`config.mk`:
```
export PLATFORM = sky130hd
export DESIGN_NAME = reveal_scheduler_flat
export DESIGN_NICKNAME = d
export VERILOG_FILES = /design/src/rtl/reveal_scheduler_if.sv /design/src/rtl/reveal_scheduler.sv /design/src/flat_wrapper.sv
export SDC_FILE = /design/constraint.sdc
export NUM_CORES = 1
export LEC_CHECK = 0
export CAP_MARGIN = 20
export CORE_MARGIN = 3
export CORE_UTILIZATION = 55
export CTS_BUF_LIST = sky130_fd_sc_hd__clkbuf_8
export DETAILED_ROUTE_END_ITERATION = 6
export DONT_BUFFER_PORTS = 1
export PLACE_DENSITY = 0.69
export SLEW_MARGIN = 20
export SYNTH_ARGS = -nofsm -noshare
export SYNTH_HDL_FRONTEND = slang
export SYNTH_SLANG_ARGS = --single-unit
export TNS_END_PERCENT = 30
```
`constraint.sdc`:
```
create_clock -name clk -period 7.25 [get_ports clk]
set_input_delay 1.45 -clock clk [delete_from_list [all_inputs] [get_ports clk]]
set_output_delay 1.45 -clock clk [all_outputs]
set_load 0.02 [all_outputs]
```
`src/rtl/reveal_scheduler_if.sv`:
```
// Batch-in / entry-out signal bundle between the play engine, the reveal
// scheduler and the display side.
interface reveal_scheduler_if #(
  parameter int POS_W  = 6,
  parameter int MINE_W = 4
);
  logic                  done;
  logic [1:0]            select;
  logic [9*POS_W-1:0]    pos_bus;
  logic [9*MINE_W-1:0]   mine_bus;
  logic                  ready;
  logic                  valid;
  logic [POS_W-1:0]      position;
  logic [MINE_W-1:0]     mine;
  logic                  last;
  logic                  busy;
  logic                  overflow;

  modport master (
    output done, select, pos_bus, mine_bus, ready,
    input  valid, position, mine, last, busy, overflow
  );

  modport slave (
    input  done, select, pos_bus, mine_bus, ready,
    output valid, position, mine, last, busy, overflow
  );
endinterface

```
`src/rtl/reveal_scheduler.sv`:
```
// Drains a parallel reveal batch (1..9 cells) onto a valid/ready stream,
// holding one extra batch so a stab finishing mid-drain is not lost.
module reveal_scheduler #(
  parameter int POS_W  = 6,
  parameter int MINE_W = 4
) (
  input logic              clk,
  input logic              rst,
  reveal_scheduler_if.slave bus
);
  localparam int ENTRIES = 9;

  typedef enum logic {S_IDLE, S_STREAM} state_e;

  state_e              state_q, state_d;
  logic [3:0]          idx_q, idx_d;
  logic [3:0]          act_n_q, act_n_d;
  logic [3:0]          pend_n_q, pend_n_d;
  logic                pend_full_q, pend_full_d;
  logic                overflow_q, overflow_d;
  logic                valid_q, valid_d;
  logic                last_q, last_d;
  logic                busy_q, busy_d;
  logic [POS_W-1:0]    position_q, position_d;
  logic [MINE_W-1:0]   mine_q, mine_d;

  logic [POS_W-1:0]    act_pos_q  [ENTRIES], act_pos_d  [ENTRIES];
  logic [MINE_W-1:0]   act_mine_q [ENTRIES], act_mine_d [ENTRIES];
  logic [POS_W-1:0]    pend_pos_q [ENTRIES], pend_pos_d [ENTRIES];
  logic [MINE_W-1:0]   pend_mine_q[ENTRIES], pend_mine_d[ENTRIES];
  logic [POS_W-1:0]    in_pos     [ENTRIES];
  logic [MINE_W-1:0]   in_mine    [ENTRIES];
  logic [3:0]          in_n;

  logic                final_beat;
  logic                load_act_in, load_act_pend, store_pend;

  always_comb begin
    for (int k = 0; k < ENTRIES; k++) begin
      in_pos[k]  = bus.pos_bus[k*POS_W +: POS_W];
      in_mine[k] = bus.mine_bus[k*MINE_W +: MINE_W];
    end
    case (bus.select)
      2'b00:   in_n = 4'd4;
      2'b01:   in_n = 4'd6;
      2'b10:   in_n = 4'd9;
      default: in_n = 4'd1;
    endcase
  end

  assign final_beat = (idx_q == act_n_q - 4'd1);

  always_comb begin
    // NOTE: every signal gets a default before any branch so no latch is inferred.
    state_d       = state_q;
    idx_d         = idx_q;
    act_n_d       = act_n_q;
    pend_n_d      = pend_n_q;
    pend_full_d   = pend_full_q;
    overflow_d    = overflow_q;
    act_pos_d     = act_pos_q;
    act_mine_d    = act_mine_q;
    pend_pos_d    = pend_pos_q;
    pend_mine_d   = pend_mine_q;
    load_act_in   = 1'b0;
    load_act_pend = 1'b0;
    store_pend    = 1'b0;

    case (state_q)
      S_IDLE: begin
        if (bus.done) begin
          load_act_in = 1'b1;
          state_d     = S_STREAM;
        end
      end
      S_STREAM: begin
        if (bus.ready && final_beat) begin
          // Final beat: refill from pending first so the stream has no bubble.
          if (pend_full_q) begin
            load_act_pend = 1'b1;
            store_pend    = bus.done;
            pend_full_d   = bus.done;
          end else if (bus.done) begin
            load_act_in = 1'b1;
          end else begin
            state_d = S_IDLE;
          end
        end else begin
          if (bus.ready) idx_d = idx_q + 4'd1;
          if (bus.done) begin
            if (pend_full_q) begin
              overflow_d = 1'b1;
            end else begin
              store_pend  = 1'b1;
              pend_full_d = 1'b1;
            end
          end
        end
      end
      default: state_d = S_IDLE;
    endcase

    if (load_act_in) begin
      act_pos_d  = in_pos;
      act_mine_d = in_mine;
      act_n_d    = in_n;
      idx_d      = 4'd0;
    end
    if (load_act_pend) begin
      act_pos_d  = pend_pos_q;
      act_mine_d = pend_mine_q;
      act_n_d    = pend_n_q;
      idx_d      = 4'd0;
    end
    if (store_pend) begin
      pend_pos_d  = in_pos;
      pend_mine_d = in_mine;
      pend_n_d    = in_n;
    end

    valid_d    = (state_d == S_STREAM);
    position_d = valid_d ? act_pos_d[idx_d]  : '0;
    mine_d     = valid_d ? act_mine_d[idx_d] : '0;
    last_d     = valid_d && (idx_d == act_n_d - 4'd1);
    busy_d     = valid_d || pend_full_d;
  end

  // NOTE: sequential state uses non-blocking assignments so all registers update together.
  always_ff @(posedge clk or posedge rst) begin
    if (rst) begin
      state_q     <= S_IDLE;
      idx_q       <= '0;
      act_n_q     <= 4'd1;
      pend_n_q    <= 4'd1;
      pend_full_q <= 1'b0;
      overflow_q  <= 1'b0;
      valid_q     <= 1'b0;
      last_q      <= 1'b0;
      busy_q      <= 1'b0;
      position_q  <= '0;
      mine_q      <= '0;
    end else begin
      state_q     <= state_d;
      idx_q       <= idx_d;
      act_n_q     <= act_n_d;
      pend_n_q    <= pend_n_d;
      pend_full_q <= pend_full_d;
      overflow_q  <= overflow_d;
      valid_q     <= valid_d;
      last_q      <= last_d;
      busy_q      <= busy_d;
      position_q  <= position_d;
      mine_q      <= mine_d;
    end
  end

  // NOTE: entry storage is not reset; it is only read after a load, so reset would buy nothing.
  always_ff @(posedge clk) begin
    act_pos_q   <= act_pos_d;
    act_mine_q  <= act_mine_d;
    pend_pos_q  <= pend_pos_d;
    pend_mine_q <= pend_mine_d;
  end

  assign bus.valid    = valid_q;
  assign bus.position = position_q;
  assign bus.mine     = mine_q;
  assign bus.last     = last_q;
  assign bus.busy     = busy_q;
  assign bus.overflow = overflow_q;
endmodule
```
`src/flat_wrapper.sv`:
```
// flat-port wrapper written by rule: the top's interface ports become plain ports
module reveal_scheduler_flat 
#(
  parameter int POS_W  = 6,
  parameter int MINE_W = 4
)
  (clk, rst, bus_done, bus_select, bus_pos_bus, bus_mine_bus, bus_ready, bus_valid, bus_position, bus_mine, bus_last, bus_busy, bus_overflow);
  reveal_scheduler_if #(.POS_W(POS_W), .MINE_W(MINE_W)) bus_i ();
  input logic clk;
  input logic rst;
  input wire logic [$bits(bus_i.done)-1:0] bus_done;
  input wire logic [$bits(bus_i.select)-1:0] bus_select;
  input wire logic [$bits(bus_i.pos_bus)-1:0] bus_pos_bus;
  input wire logic [$bits(bus_i.mine_bus)-1:0] bus_mine_bus;
  input wire logic [$bits(bus_i.ready)-1:0] bus_ready;
  output wire logic [$bits(bus_i.valid)-1:0] bus_valid;
  output wire logic [$bits(bus_i.position)-1:0] bus_position;
  output wire logic [$bits(bus_i.mine)-1:0] bus_mine;
  output wire logic [$bits(bus_i.last)-1:0] bus_last;
  output wire logic [$bits(bus_i.busy)-1:0] bus_busy;
  output wire logic [$bits(bus_i.overflow)-1:0] bus_overflow;
  assign bus_i.done = bus_done;
  assign bus_i.select = bus_select;
  assign bus_i.pos_bus = bus_pos_bus;
  assign bus_i.mine_bus = bus_mine_bus;
  assign bus_i.ready = bus_ready;
  assign bus_valid = bus_i.valid;
  assign bus_position = bus_i.position;
  assign bus_mine = bus_i.mine;
  assign bus_last = bus_i.last;
  assign bus_busy = bus_i.busy;
  assign bus_overflow = bus_i.overflow;
  reveal_scheduler #(.POS_W(POS_W), .MINE_W(MINE_W)) u_core (.clk(clk), .rst(rst), .bus(bus_i));
endmodule
```
Word level (Yosys, flattened, before mapping)
Index checks and enable logic that the tools add are counted.
{"block": "op_classes", "eq_ne": 4, "bitwise_logic": 3, "reduce_logical": 5, "muxes": 38, "n_addsub": 3, "n_lt_le_gt_ge": 1}
{"cell": "54-bit two-way mux", "n": 2}
{"cell": "36-bit two-way mux", "n": 2}
{"cell": "4-bit two-way mux", "n": 10}
{"cell": "6-bit binary-select mux with 4-bit select", "n": 1}
{"cell": "6-bit two-way mux", "n": 3}
{"cell": "4-bit binary-select mux with 4-bit select", "n": 1}
{"cell": "1-bit two-way mux", "n": 16}
{"cell": "4-bit one-hot mux with 3 select lines", "n": 1}
{"cell": "4-bit equality test", "n": 2}
{"cell": "4-bit by 1-bit subtractor with 4-bit output, second input constant", "n": 2}
{"cell": "5-bit greater-or-equal comparator, second input constant", "n": 1}
{"cell": "4-bit NOT with 5-bit output", "n": 1}
{"cell": "4-bit by 1-bit adder with 4-bit output, second input constant", "n": 1}
{"cell": "1-bit one-hot mux with 2 select lines", "n": 2}
{"cell": "4-bit AND reduction", "n": 1}
{"cell": "2-bit by 1-bit equality test with 1-bit output, second input constant", "n": 1}
{"cell": "2-bit equality test, second input constant", "n": 1}
{"cell": "1-bit logical AND", "n": 2}
{"cell": "2-bit zero test", "n": 1}
{"cell": "1-bit NOT", "n": 2}
{"cell": "1-bit logical OR", "n": 1}
{"block": "word_totals", "register_bits": 207, "in_bits": 96, "out_inout_bits": 14}

Longest topological paths before layout
Gate-level depths: netlist of the first run.
{"block": "depth", "depth_word": 12, "mapped_depth": 12}

Worst setup path after synthesis of the first run
No wires, ideal clock.
{"block": "synth_timing", "kind": "input to register", "start": "in bus_ready", "end": "reg u_core.pend_n_q[1]", "path_buffers": 1, "setup_slack_ps": 2207, "path_stages": 5, "t_arrival_ps": 4911, "required_ps": 7117, "setup_ps": 133, "path_cell_list": "nand3_1 nand2_1 and4_1 clkbuf_1 mux2_2"}
{"block": "synth_via", "elab_chain_cells": 3}
{"element": "from (decl)", "line": "flat_wrapper.sv:15", "rtl": "input wire logic [$bits(bus_i.ready)-1:0] bus_ready;"}
{"element": "1-bit logical AND", "line": "reveal_scheduler.sv:77", "rtl": "if (bus.ready && final_beat) begin"}
{"element": "1-bit two-way mux", "line": "reveal_scheduler.sv:77"}
{"element": "1-bit two-way mux", "line": "reveal_scheduler.sv:69", "rtl": "case (state_q)"}
{"element": "via u_core.store_pend", "line": "reveal_scheduler.sv:36", "rtl": "logic load_act_in, load_act_pend, store_pend;"}
{"element": "to (signal assigned)", "line": "reveal_scheduler.sv:146", "rtl": "pend_n_q <= pend_n_d;"}
{"element": "to (decl)", "line": "reveal_scheduler.sv:18", "rtl": "logic [3:0] pend_n_q, pend_n_d;"}
The timed path passes the listed nets, and every way through them passes these cells.
A chain may end at the register's enable or synchronous reset.

Worst setup path in the final report of the first run
{"block": "layout_timing", "start": "reg u_core.act_n_q[0]", "end": "reg u_core.position_q[2] (netlist: u_core.bus.position[2])"}
{"block": "layout_via", "elab_chain_cells": 12, "elab_cells_between_ends": 20, "cone_classes": "add/sub: 1; eq/ne: 1; mux: 16; bitwise: 1; reduce/logical: 1"}
{"element": "from (decl)", "line": "reveal_scheduler.sv:17", "rtl": "logic [3:0] act_n_q, act_n_d;"}
{"element": "from (signal assigned)", "line": "reveal_scheduler.sv:145", "rtl": "act_n_q <= act_n_d;"}
{"element": "4-bit by 1-bit subtractor with 4-bit output *", "line": "reveal_scheduler.sv:51", "rtl": "assign final_beat = (idx_q == act_n_q - 4'd1);"}
{"element": "4-bit equality test *", "line": "reveal_scheduler.sv:51"}
{"element": "1-bit logical AND *", "line": "reveal_scheduler.sv:77"}
{"element": "1-bit two-way mux / 4-bit two-way mux (equally long branches)", "line": "reveal_scheduler.sv:77"}
{"element": "1-bit one-hot mux with 2 select lines / 4-bit two-way mux (equally long branches)", "line": "reveal_scheduler.sv:69"}
{"element": "4-bit two-way mux", "line": "reveal_scheduler.sv:103", "rtl": "if (load_act_in) begin"}
{"element": "4-bit two-way mux", "line": "reveal_scheduler.sv:109", "rtl": "if (load_act_pend) begin"}
{"element": "4-bit NOT with 5-bit output (not written as such)", "line": "reveal_scheduler.sv:122", "rtl": "position_d = valid_d ? act_pos_d[idx_d] : '0;"}
{"element": "6-bit binary-select mux with 4-bit select", "line": "reveal_scheduler.sv:122"}
{"element": "6-bit two-way mux (not written as such) (2 in a row)", "line": "reveal_scheduler.sv:122"}
{"element": "6-bit two-way mux *", "line": "reveal_scheduler.sv:122"}
{"element": "via u_core.position_d[2]", "line": "reveal_scheduler.sv:24", "rtl": "logic [POS_W-1:0] position_q, position_d;"}
{"element": "to (signal assigned)", "line": "reveal_scheduler.sv:152", "rtl": "position_q <= position_d;"}
{"element": "to (decl)", "line": "reveal_scheduler.sv:24"}
Mark *: on every way through the listed nets, which the timed path passes. The rest lies on a longest branch. The select of a mux whose other input is x is not followed.

==> results of run 1 <==
placed cells by master, fill, tap and decap left out, types with 13 or more instances in the layout:
cell type / count
nand4_1: 21
o21ai_0: 14
dfxtp_1: 90
a21oi_1: 27
inv_1: 47
clkbuf_8: 40
a31oi_1: 92
o211ai_1: 13
dfrtp_1: 25
edfxtp_1: 90
nand2_1: 181
nor2_1: 99
flip-flops by register name, summed over array words and instances (netlist names):
register,count
u_core.bus.overflow,1
u_core.bus.busy,1
u_core.state_q,1
u_core.pend_full_q,1
u_core.pend_mine_q,36
u_core.pend_pos_q,54
u_core.pend_n_q,4
u_core.bus.position,6
u_core.act_mine_q,36
u_core.idx_q,4
u_core.act_n_q,4
u_core.bus.last,1
u_core.act_pos_q,54
u_core.bus.mine,4
path summary, 6_finish.rpt:
| check | startpoint | endpoint | slack (ns) | cells past startpoint |
|---|---|---|---|---|
| max | u_core.act_n_q[0]$_DFF_PP1_ | u_core.bus.position[2]$_DFF_PP0_ | 2.89 | 10 |
| min | u_core.act_mine_q[33]$_DFF_P_ | u_core.act_mine_q[33]$_DFF_P_ | 0.46 | 2 |
| max reg2reg | u_core.act_n_q[0]$_DFF_PP1_ | u_core.bus.position[2]$_DFF_PP0_ | 2.89 | 10 |
| min reg2reg | u_core.act_mine_q[33]$_DFF_P_ | u_core.act_mine_q[33]$_DFF_P_ | 0.46 | 2 |
| max in group asynchronous | rst | u_core.idx_q[1]$_DFF_PP0_ | 5.95 | 1 |
| min in group asynchronous | rst | u_core.bus.mine[1]$_DFF_PP0_ | 0.89 | 1 |
metrics by stage:
stage          worst slack, ns  std cells  instance area (um^2)
2_1_floorplan            2.207        886                  8807
3_3_place_gp             2.995       1040                  8902
3_5_place_dp             2.877       1040                  8902
4_1_cts                  2.989       1106                  9565
5_1_grt                  2.702       1106                  9583
6_report                 2.889       1106                  9583
area by class of cell:
cell class                      count  area share, %
Clock buffer                       40          5.745
Timing Repair Buffer                7         0.5875
Inverter                           28          1.097
Sequential cell                   207          54.08
Tap cell                          211          2.755
Multi-Input combinational cell    587          34.56
Clock inverter                     26          1.175
critical path, stage by stage (launching register included):
cell and delay (ns):
dfstp_2 0.59, inv_1 0.09, ha_1 0.21, xnor3_1 0.55, nand3_2 0.32, nor3_2 0.86
buf_4 0.34, nor2_2 0.20, a21oi_1 0.63, nand4_1 0.29, o211ai_1 0.18
power groups by stage:
stage | clock network [W] | registers [W] | logic, W
3_3_place_gp | 0 | 0.00202 | 0.00193
2_1_floorplan | 0 | 0.00192 | 0.00154
3_5_place_dp | 0 | 0.00203 | 0.00198
6_report | 0.000966 | 0.00201 | 0.00201
5_1_grt | 0.00105 | 0.00205 | 0.00221
4_1_cts | 0.000988 | 0.00201 | 0.00198
cells by family after synthesis:
logic type      after synthesis  synth area share, %
flops                       207                58.84
compound gates              211                16.07
simple gates                345                16.95
buf+inv                      92                4.205
mux                          13                1.534
xor+xnor                     15                1.975
fa+ha+maj                     3               0.4262
per-layer routing:
layer	GRT usage, %	share of wire, %	up-vias
li1	-	-	3139
met1	32.14	42	3238
met2	38.51	48	230
met3	6.236	7.0	47
met4	9.584	2.8	0
met5	0	0	-
==> flow_summary.yaml, run 1 <==
run_status:
  status: "finished, final reports clean"
worst_setup_path:
  critPathArrivalTime_ns: 4.79
  crit_path_end_kind: "flop"
  cp.required_ns: 7.68
  critPathMaxFanout: 16
  critPathLaunchType: "flop"
  path_class: "flop to flop"
placement:
  dp_hpwl_mm: 14.52
  port_buffers: 0
  place_congestion: 0.9478
power_and_ir_drop:
  ir_drop_mv: 0.3199
  clockPowerShare_pct: 19.4
  switching_power_w: 0.002018
  p_total_w: 0.004994
  pwr_density_cell_nw_per_um2: 521.1
  p_sw_share_pct: 40.42
  leakagePower_nw: 3.829
  pwr-share-comb_pct: 40.3
  intPower_w: 0.002975
  seqPwrFrac_pct: 40.3
floorplan:
  row_count: 45
  core_um2: 15430
  die-area_um2: 17570
  die_w_um: 132.5
  initial_core_util_pct: 57.09
  pin_count: 110
  die_h_um: 132.5
cts:
  cts_sinks: 207
  cts.clk_slew.worst_paths_ns: 0.06
  post_cts_resized: 0
  cts_buffer_depth: 3
  htreeDepth: 2
  cts_root_buf: "clkbuf_8"
  cts_tree: "built"
  post-cts-setup-buffers: 0
  numCtsBuffers: 36
  hold_buffers: 0
  clk-insertion-delay-late_ns: 0.53
detailed_routing:
  firstDrtPassIters: 5
  via_count: 6654
  ant_nets: 0
  wirelength_mm: 21.88
  drt-initial-drc-count: 465
  drc: 0
  viasPerCell: 6.016
  avgRoutedWirePerCell_um: 19.78
global_route:
  grt_max_degree: 127
  grt_remaining_overflow: 0
  antenna_found_initial: 0
  grt_pass1_wl_mm: 34.31
  track_usage_pct: 24.27
  grt_pass1_vias: 6531
synth:
  synth-edff-count: 90
  synth.area.top_cells: "edfxtp_1, dfxtp_1, nand2_1, dfrtp_1, a31oi_1"
  synth_area_um2: 8807
  synthDistinctLibCells: 63
  yosysSeqAreaShare_pct: 58.84
  ys_ff_latch: 207
  synth_nets: 985
  synthArstFlopShare_pct: 13.04
  synth_common_cells: "nand2_1, nor2_1, a31oi_1, dfxtp_1, edfxtp_1"
  synth_top_area_share_pct: 30.69
  synth_most_common_cell: "nand2_1"
  syn_area_per_cell_um2: 9.940
  yosysTopAreaCell: "edfxtp_1"
  netlist_instances: 886
  yosysWarnings: 0
  synth_top_flop_cell: "edfxtp_1"
finish:
  nFillCells: 1302
  regArea_um2: 5182
  fin_util_pct: 62.12
  nets: 966
  diodes: 0
  drive_gt1_share_pct: 8.827
  syn_to_final_growth_pct: 8.808
  multi_input_comb_area_um2: 3312
sta:
  layout_min_cycle_time_ns: 4.361
  holdWs_ns: 0.4555
  rsz0062_at_grt: "false"
  setup_viol: 0
  slew_viol_final: 0
  final.setup.tns_ns: 0
  relSlewSlack_pct: 30.68
  hold_violations: 0
  fmax_mhz: 229.3
  tightest_slew_ns: 1.032
  period_share_pct: 60.15
  clock_skew_ns: 0.02572
min_path:
  hp-class: "flop to flop"
job:
  cap_violations: 0
No activity file was read; power rests on OpenSTA's default activity.
==> run 2, diff against run 1 <==
Settings changed: PLACE_DENSITY 0.69 to 0.72.
Clock period 7.25 ns to 3.8 ns, I/O delays scaled along.
==> run 2 against run 1 <==
Effect of this change: first-iteration DRC count rose by 31%; routed wire length rose by 2.3%; maximum frequency rose by 26%; clock power rose by 88%; flip-flop and latch count did not move; critical path type unchanged; critical endpoint is now u_core.bus.position[4]$_DFF_PP0_; largest cell class unchanged; highest routed layer unchanged.
==> flow_summary.yaml, run 2 (synthesis gave the netlist of run 1 again) <==
finish:
  reg_top3: "u_core.act_pos_q (54), u_core.pend_pos_q (54)"
  final_cell_mix: "nand2_1, nor2_1, a31oi_1, dfxtp_1, edfxtp_1"
  final_common_cell: "nand2_1"
  nets: 978
  diodes: 0
  drive_gt1_share_pct: 9.724
  syn_to_final_growth_pct: 9.618
  fin_util_pct: 62.58
  finalNonFillerCells: 1116
detailed_routing:
  via_count: 6726
  viasPerCell: 6.027
  drt-initial-drc-count: 607
  firstDrtPassIters: 6
  avgRoutedWirePerCell_um: 20.05
  wirelength_mm: 22.38
  ant_nets: 0
  drc: 0
min_path:
  hp-class: "input port to async pin"
sta:
  relSlewSlack_pct: 26.74
  clock_skew_ns: 0.01185
  layout_min_cycle_time_ns: 3.462
  final.setup.tns_ns: 0
  slew_viol_final: 0
  tightest_slew_ns: 1.099
  setup_viol: 0
  period_share_pct: 91.11
  hold_violations: 0
  worst_slack_ns: 0.3377
  fmax_mhz: 288.8
  rsz0062_at_grt: "false"
global_route:
  grt_pass1_wl_mm: 35.45
  grt_pass1_vias: 6586
  track_usage_pct: 25.10
  grt_max_degree: 113
  grt_remaining_overflow: 0
  antenna_found_initial: 0
worst_setup_path:
  critPathMaxFanout: 112
  cp.required_ns: 4.20
  rr_startpoint: "u_core.act_n_q[0]$_DFF_PP1_"
  slowest_stage: "buf_4"
  cp_slowest_stage_delay_ns: 0.76
  path_class: "flop to flop"
  critPathArrivalTime_ns: 3.86
  critPathLaunchType: "flop"
  cp_cell_sequence: "inv_1 -> ha_1 -> xor2_1 -> nand3_2 -> or3_4 -> buf_4 -> nor2_1 -> a311oi_1 -> o211ai_1 -> a221oi_1"
  reg2reg_slack_ns: 0.34
  r2r-end: "u_core.bus.position[4]$_DFF_PP0_"
  rr_worst_depth: 10
  crit_path_end_kind: "flop"
power_and_ir_drop:
  pwr-share-comb_pct: 41.9
  seqPwrFrac_pct: 39.3
  switching_power_w: 0.003925
  pwr_density_cell_nw_per_um2: 1003
  intPower_w: 0.005759
  leakagePower_nw: 3.852
  clockPowerShare_pct: 18.8
  p_sw_share_pct: 40.53
  ir_drop_mv: 0.4198
floorplan:
  row_count: 45
  die_h_um: 132.5
  initial_core_util_pct: 57.09
  pin_count: 110
  die-area_um2: 17570
  core_um2: 15430
  die_w_um: 132.5
placement:
  placedCellCount: 1053
  dp_hpwl_mm: 15.12
  place_congestion: 0.9329
  pre_cts_slack_ns: 0.3113
  port_buffers: 0
cts:
  cts_root_buf: "clkbuf_8"
  cts_buffer_depth: 3
  htreeDepth: 2
  numCtsBuffers: 35
  cts_tree: "built"
  cts_sinks: 207
  clk-insertion-delay-late_ns: 0.51
  cts.clk_slew.worst_paths_ns: 0.06
  post-cts-setup-buffers: 0
run_status:
  status: "finished, final reports clean"
job:
  cap_violations: 0
==> run 2: cell types whose count changed in the layout (fill, tap and decap cells not counted), sizes merged <==
cell / before / now
buf: 7 / 20
clkinv: 5 / 8
clkinvlp: 0 / 1
inv: 49 / 42
==> run 2: worst max-delay path by stage <==
stage | start | endpoint | depth (start not counted)
floorplan | u_core.act_n_q[0]$_DFF_PP1_ | u_core.pend_n_q[1]$_DFFE_PP0P_ | 10
global placement | u_core.act_n_q[0]$_DFF_PP1_ | u_core.bus.position[4]$_DFF_PP0_ | 10
detailed placement | u_core.act_n_q[0]$_DFF_PP1_ | u_core.bus.position[4]$_DFF_PP0_ | 10
CTS | u_core.act_n_q[0]$_DFF_PP1_ | u_core.bus.position[4]$_DFF_PP0_ | 10
global route | u_core.act_n_q[0]$_DFF_PP1_ | u_core.act_mine_q[13]$_DFF_P_ | 9
finish | u_core.act_n_q[0]$_DFF_PP1_ | u_core.bus.position[4]$_DFF_PP0_ | 10
==> run 2: final cells by class <==
cell class                      instances  area [um^2]
Clock inverter                         23        92.59
Sequential cell                       207         5182
Clock buffer                           40        550.5
Inverter                               28        105.1
Fill cell                            1326         5773
Multi-Input combinational cell        587         3293
Tap cell                              211        264.0
Timing Repair Buffer                   20        166.4
==> run 2: critical path, delay by kind of cell (launching register included) <==
kind	cells	cell delay, ns
AO/OA/AOI/OAI	3	0.75
XOR/XNOR	1	0.19
adder cells (fa/ha/maj)	1	0.33
buffers and inverters	2	0.85
flip-flops	1	0.58
AND/OR/NAND/NOR	3	0.53
==> run 2: through the flow <==
step,power (W),hold slack [ns],instance area (um^2)
6_report,0.009684,0.2101,9654
5_1_grt,0.01027,0.2317,9654
4_1_cts,0.009654,0.3131,9643
3_5_place_dp,0.007822,0.4487,9000
3_3_place_gp,0.007696,0.4391,9000
2_1_floorplan,0.006595,0.4286,8808
==> run 2: power by group through the flow <==
stage          Clock, W  Sequential, W  Combinational (W)
3_5_place_dp          0        0.00383            0.00399
5_1_grt         0.00196        0.00388            0.00442
6_report        0.00182        0.00381            0.00406
2_1_floorplan         0        0.00366            0.00294
3_3_place_gp          0        0.00380            0.00389
4_1_cts         0.00185        0.00380            0.00400
==> run 2: layer usage <==
layer  routed length (um)  GRT usage (%)  vias to the layer above
met5                    0              0                        -
met4                  778          10.33                        0
met3                 1754          6.958                       54
met2                10560          39.48                      275
met1                 9283          33.02                     3221
li1                     -              -                     3176
==> run 2: what timing repair did <==
item	CTS	global route
hold buffers	0	0
gates resized for setup	0	1
setup endpoints to repair	0	1
==> run 3, diff against run 2 <==
Settings changed: ABC_AREA from default to 1.
==> run 3 against run 2 <==
Effect of this change: routed wire length increased by 0.60%; synthesized cell count increased by 24%; critical path type unchanged; critical endpoint is now u_core.bus.last$_DFF_PP0_; highest routed layer unchanged; first-iteration DRC count increased by 9.7%; largest cell class unchanged; clock-buffer cell count increased by 4; largest power group unchanged; worst hold slack got worse by 0.039 ns; critical path depth increased by 9.
==> flow_summary.yaml, run 3 <==
finish:
  drive_gt1_share_pct: 11.27
  nets: 1190
  reg_top3: "u_core.act_pos_q (54), u_core.pend_pos_q (54)"
  nFillCells: 1407
  regArea_um2: 5182
  multi_input_comb_area_um2: 3598
  syn_to_final_growth_pct: 10.19
  final_common_cell: "nand2_1"
  diodes: 0
  final_cell_mix: "nand2_1, nand3_1, inv_1, dfxtp_1, edfxtp_1"
power_and_ir_drop:
  pwr-share-comb_pct: 43.6
  seqPwrFrac_pct: 37.1
  clockPowerShare_pct: 19.3
  p_total_w: 0.01002
  intPower_w: 0.005988
  ir_drop_mv: 0.7449
  pwr_density_cell_nw_per_um2: 977.2
  p_sw_share_pct: 40.26
  leakagePower_nw: 4.551
  switching_power_w: 0.004035
synth:
  yosysTopAreaCell: "edfxtp_1"
  synth_top_area_share_pct: 29.03
  synth_mux_area_share_pct: 0
  synth_top_flop_cell: "edfxtp_1"
  synthSimpleGateAreaFrac_pct: 31.24
  yosysWarnings: 0
  synth_compound_area_share_pct: 5.968
  syn_area_per_cell_um2: 8.494
  synth_area_um2: 9309
  synth_top_family_by_area: "simple AND/OR/NAND/NOR gates"
  synthArstFlopShare_pct: 13.04
  ys_ff_latch: 207
  synth_nets: 1195
  yosysSeqAreaShare_pct: 55.67
  synth_common_cells: "nand2_1, nand3_1, dfxtp_1, edfxtp_1"
  synth_most_common_cell: "nand2_1"
  netlist_instances: 1096
  synth-edff-count: 90
  synthAdderAreaFrac_pct: 0.4032
  synth_xor_area_share_pct: 0.5645
  synth.area.top_cells: "edfxtp_1, dfxtp_1, nand2_1, nand3_1, dfrtp_1"
  synthDistinctLibCells: 34
job:
  cap_violations: 0
cts:
  clk-insertion-delay-late_ns: 0.53
  htreeDepth: 2
  cts_root_buf: "clkbuf_8"
  cts.clk_slew.worst_paths_ns: 0.06
  post_cts_resized: 0
  numCtsBuffers: 36
  cts_buffer_depth: 3
  post-cts-setup-buffers: 0
  hold_buffers: 0
  cts_tree: "built"
  cts_sinks: 207
worst_setup_path:
  slowest_stage: "dfstp_2"
  critPathLaunchType: "flop"
  crit_path_end_kind: "flop"
  cp.required_ns: 4.22
  path_class: "flop to flop"
  cpMostUsedCell: "nand2_1"
  critPathArrivalTime_ns: 3.68
  cp_slowest_stage_delay_ns: 0.57
  cp_cell_sequence: "inv_2 -> ha_4 -> nand2_1 -> inv_1 -> nor2_1 -> nand2_1 -> nor2_2 -> nand4_2 -> nand2_4 -> buf_4 -> nand2_1 -> o211ai_1 -> nand2_1 -> nand2_1 -> nand2_1 -> o21ai_1 -> nand2_1 -> nand2_1 -> inv_1"
  critPathMaxFanout: 49
run_status:
  status: "finished, final reports clean"
global_route:
  track_usage_pct: 24.78
  grt_pass1_wl_mm: 35.99
  grt_max_degree: 112
  antenna_found_initial: 0
  grt_remaining_overflow: 0
  grt_pass1_vias: 6995
sta:
  slew_viol_final: 0
  fmax_mhz: 306.9
  holdWs_ns: 0.1712
  tightest_slew_ns: 0.8505
  layout_min_cycle_time_ns: 3.258
  clock_skew_ns: 0.008921
  relSlewSlack_pct: 43.09
  rsz0062_at_grt: "false"
  setup_viol: 0
  hold_violations: 0
  final.setup.tns_ns: 0
  period_share_pct: 85.75
detailed_routing:
  ant_nets: 0
  wirelength_mm: 22.51
  drt-initial-drc-count: 666
  avgRoutedWirePerCell_um: 16.88
  drc: 0
  via_count: 7223
  firstDrtPassIters: 6
  viasPerCell: 5.415
floorplan:
  initial_core_util_pct: 57.35
  row_count: 46
  die_h_um: 136.1
  pin_count: 110
  die_w_um: 136.1
  die-area_um2: 18520
  core_um2: 16230
placement:
  place_congestion: 0.8789
  dp_hpwl_mm: 14.90
  port_buffers: 0
min_path:
  hp-class: "input port to async pin"
-- run 3: kinds of logic (layout without fill, tap and decap cells) --
group,Yosys count,in the layout
AO/OA/AOI/OAI,86,86
XOR/XNOR,6,6
adder cells (fa/ha/maj),3,3
buffers and inverters,142,164
flip-flops,207,207
AND/OR/NAND/NOR,652,652
-- run 3: power by group through the flow --
stage | Combinational, W | Sequential (W) | Clock [W]
4_1_cts | 0.00438 | 0.00371 | 0.00197
6_report | 0.00437 | 0.00372 | 0.00194
3_3_place_gp | 0.00429 | 0.00372 | 0
5_1_grt | 0.00499 | 0.00378 | 0.00206
3_5_place_dp | 0.00435 | 0.00375 | 0
2_1_floorplan | 0.00322 | 0.00368 | 0
-- run 3: cell type report --
type                    instances  area share, %
clock buffers                  44          5.904
flip-flops and latches        207          50.52
inverters                      82          3.001
multi-input cells             747          35.08
well taps                     216          2.635
repair buffers                 17          1.976
clock inverters                21         0.8783
-- run 3: worst max-delay path, delay by kind of cell, from the launching register on --
kind	cells	cell delay, ns
buffers and inverters	4	0.67
AO/OA/AOI/OAI	2	0.22
AND/OR/NAND/NOR	12	1.42
adder cells (fa/ha/maj)	1	0.22
flip-flops	1	0.57
-- run 3: worst paths after layout --
path / start / to / slack, ns / depth (start not counted)
worst max-delay path: u_core.act_n_q[0]$_DFF_PP1_ / u_core.bus.last$_DFF_PP0_ / 0.54 / 19
worst min-delay path: rst / u_core.pend_n_q[1]$_DFFE_PP0P_ / 0.17 / 1
worst max register to register: u_core.act_n_q[0]$_DFF_PP1_ / u_core.bus.last$_DFF_PP0_ / 0.54 / 19
worst min register to register: u_core.pend_pos_q[40]$_DFFE_PP_ / u_core.act_pos_q[40]$_DFF_P_ / 0.48 / 1
max in group asynchronous: rst / u_core.bus.mine[1]$_DFF_PP0_ / 3.24 / 1
min in group clk: bus_pos_bus[42] / u_core.pend_pos_q[6]$_DFFE_PP_ / 0.33 / 0
-- run 3: per-stage QoR --
step           instances  utilization [%]  instance area (um^2)  setup slack (ns)
2_1_floorplan       1096                -                  9338           -0.6089
3_3_place_gp        1269            58.91                  9562            0.6030
3_5_place_dp        1269            58.91                  9562            0.5606
4_1_cts             1334            63.20                 10260            0.5476
5_1_grt             1334            63.20                 10260            0.2056
6_report            1334            63.20                 10260            0.5416
-- run 3: metal layers --
metal	up-vias	GRT usage (%)	part of all wire, %
li1	3601	-	-
met1	3303	33.20	42
met2	261	38.33	45
met3	58	6.625	9.2
met4	0	10.19	3.5
met5	-	0	0
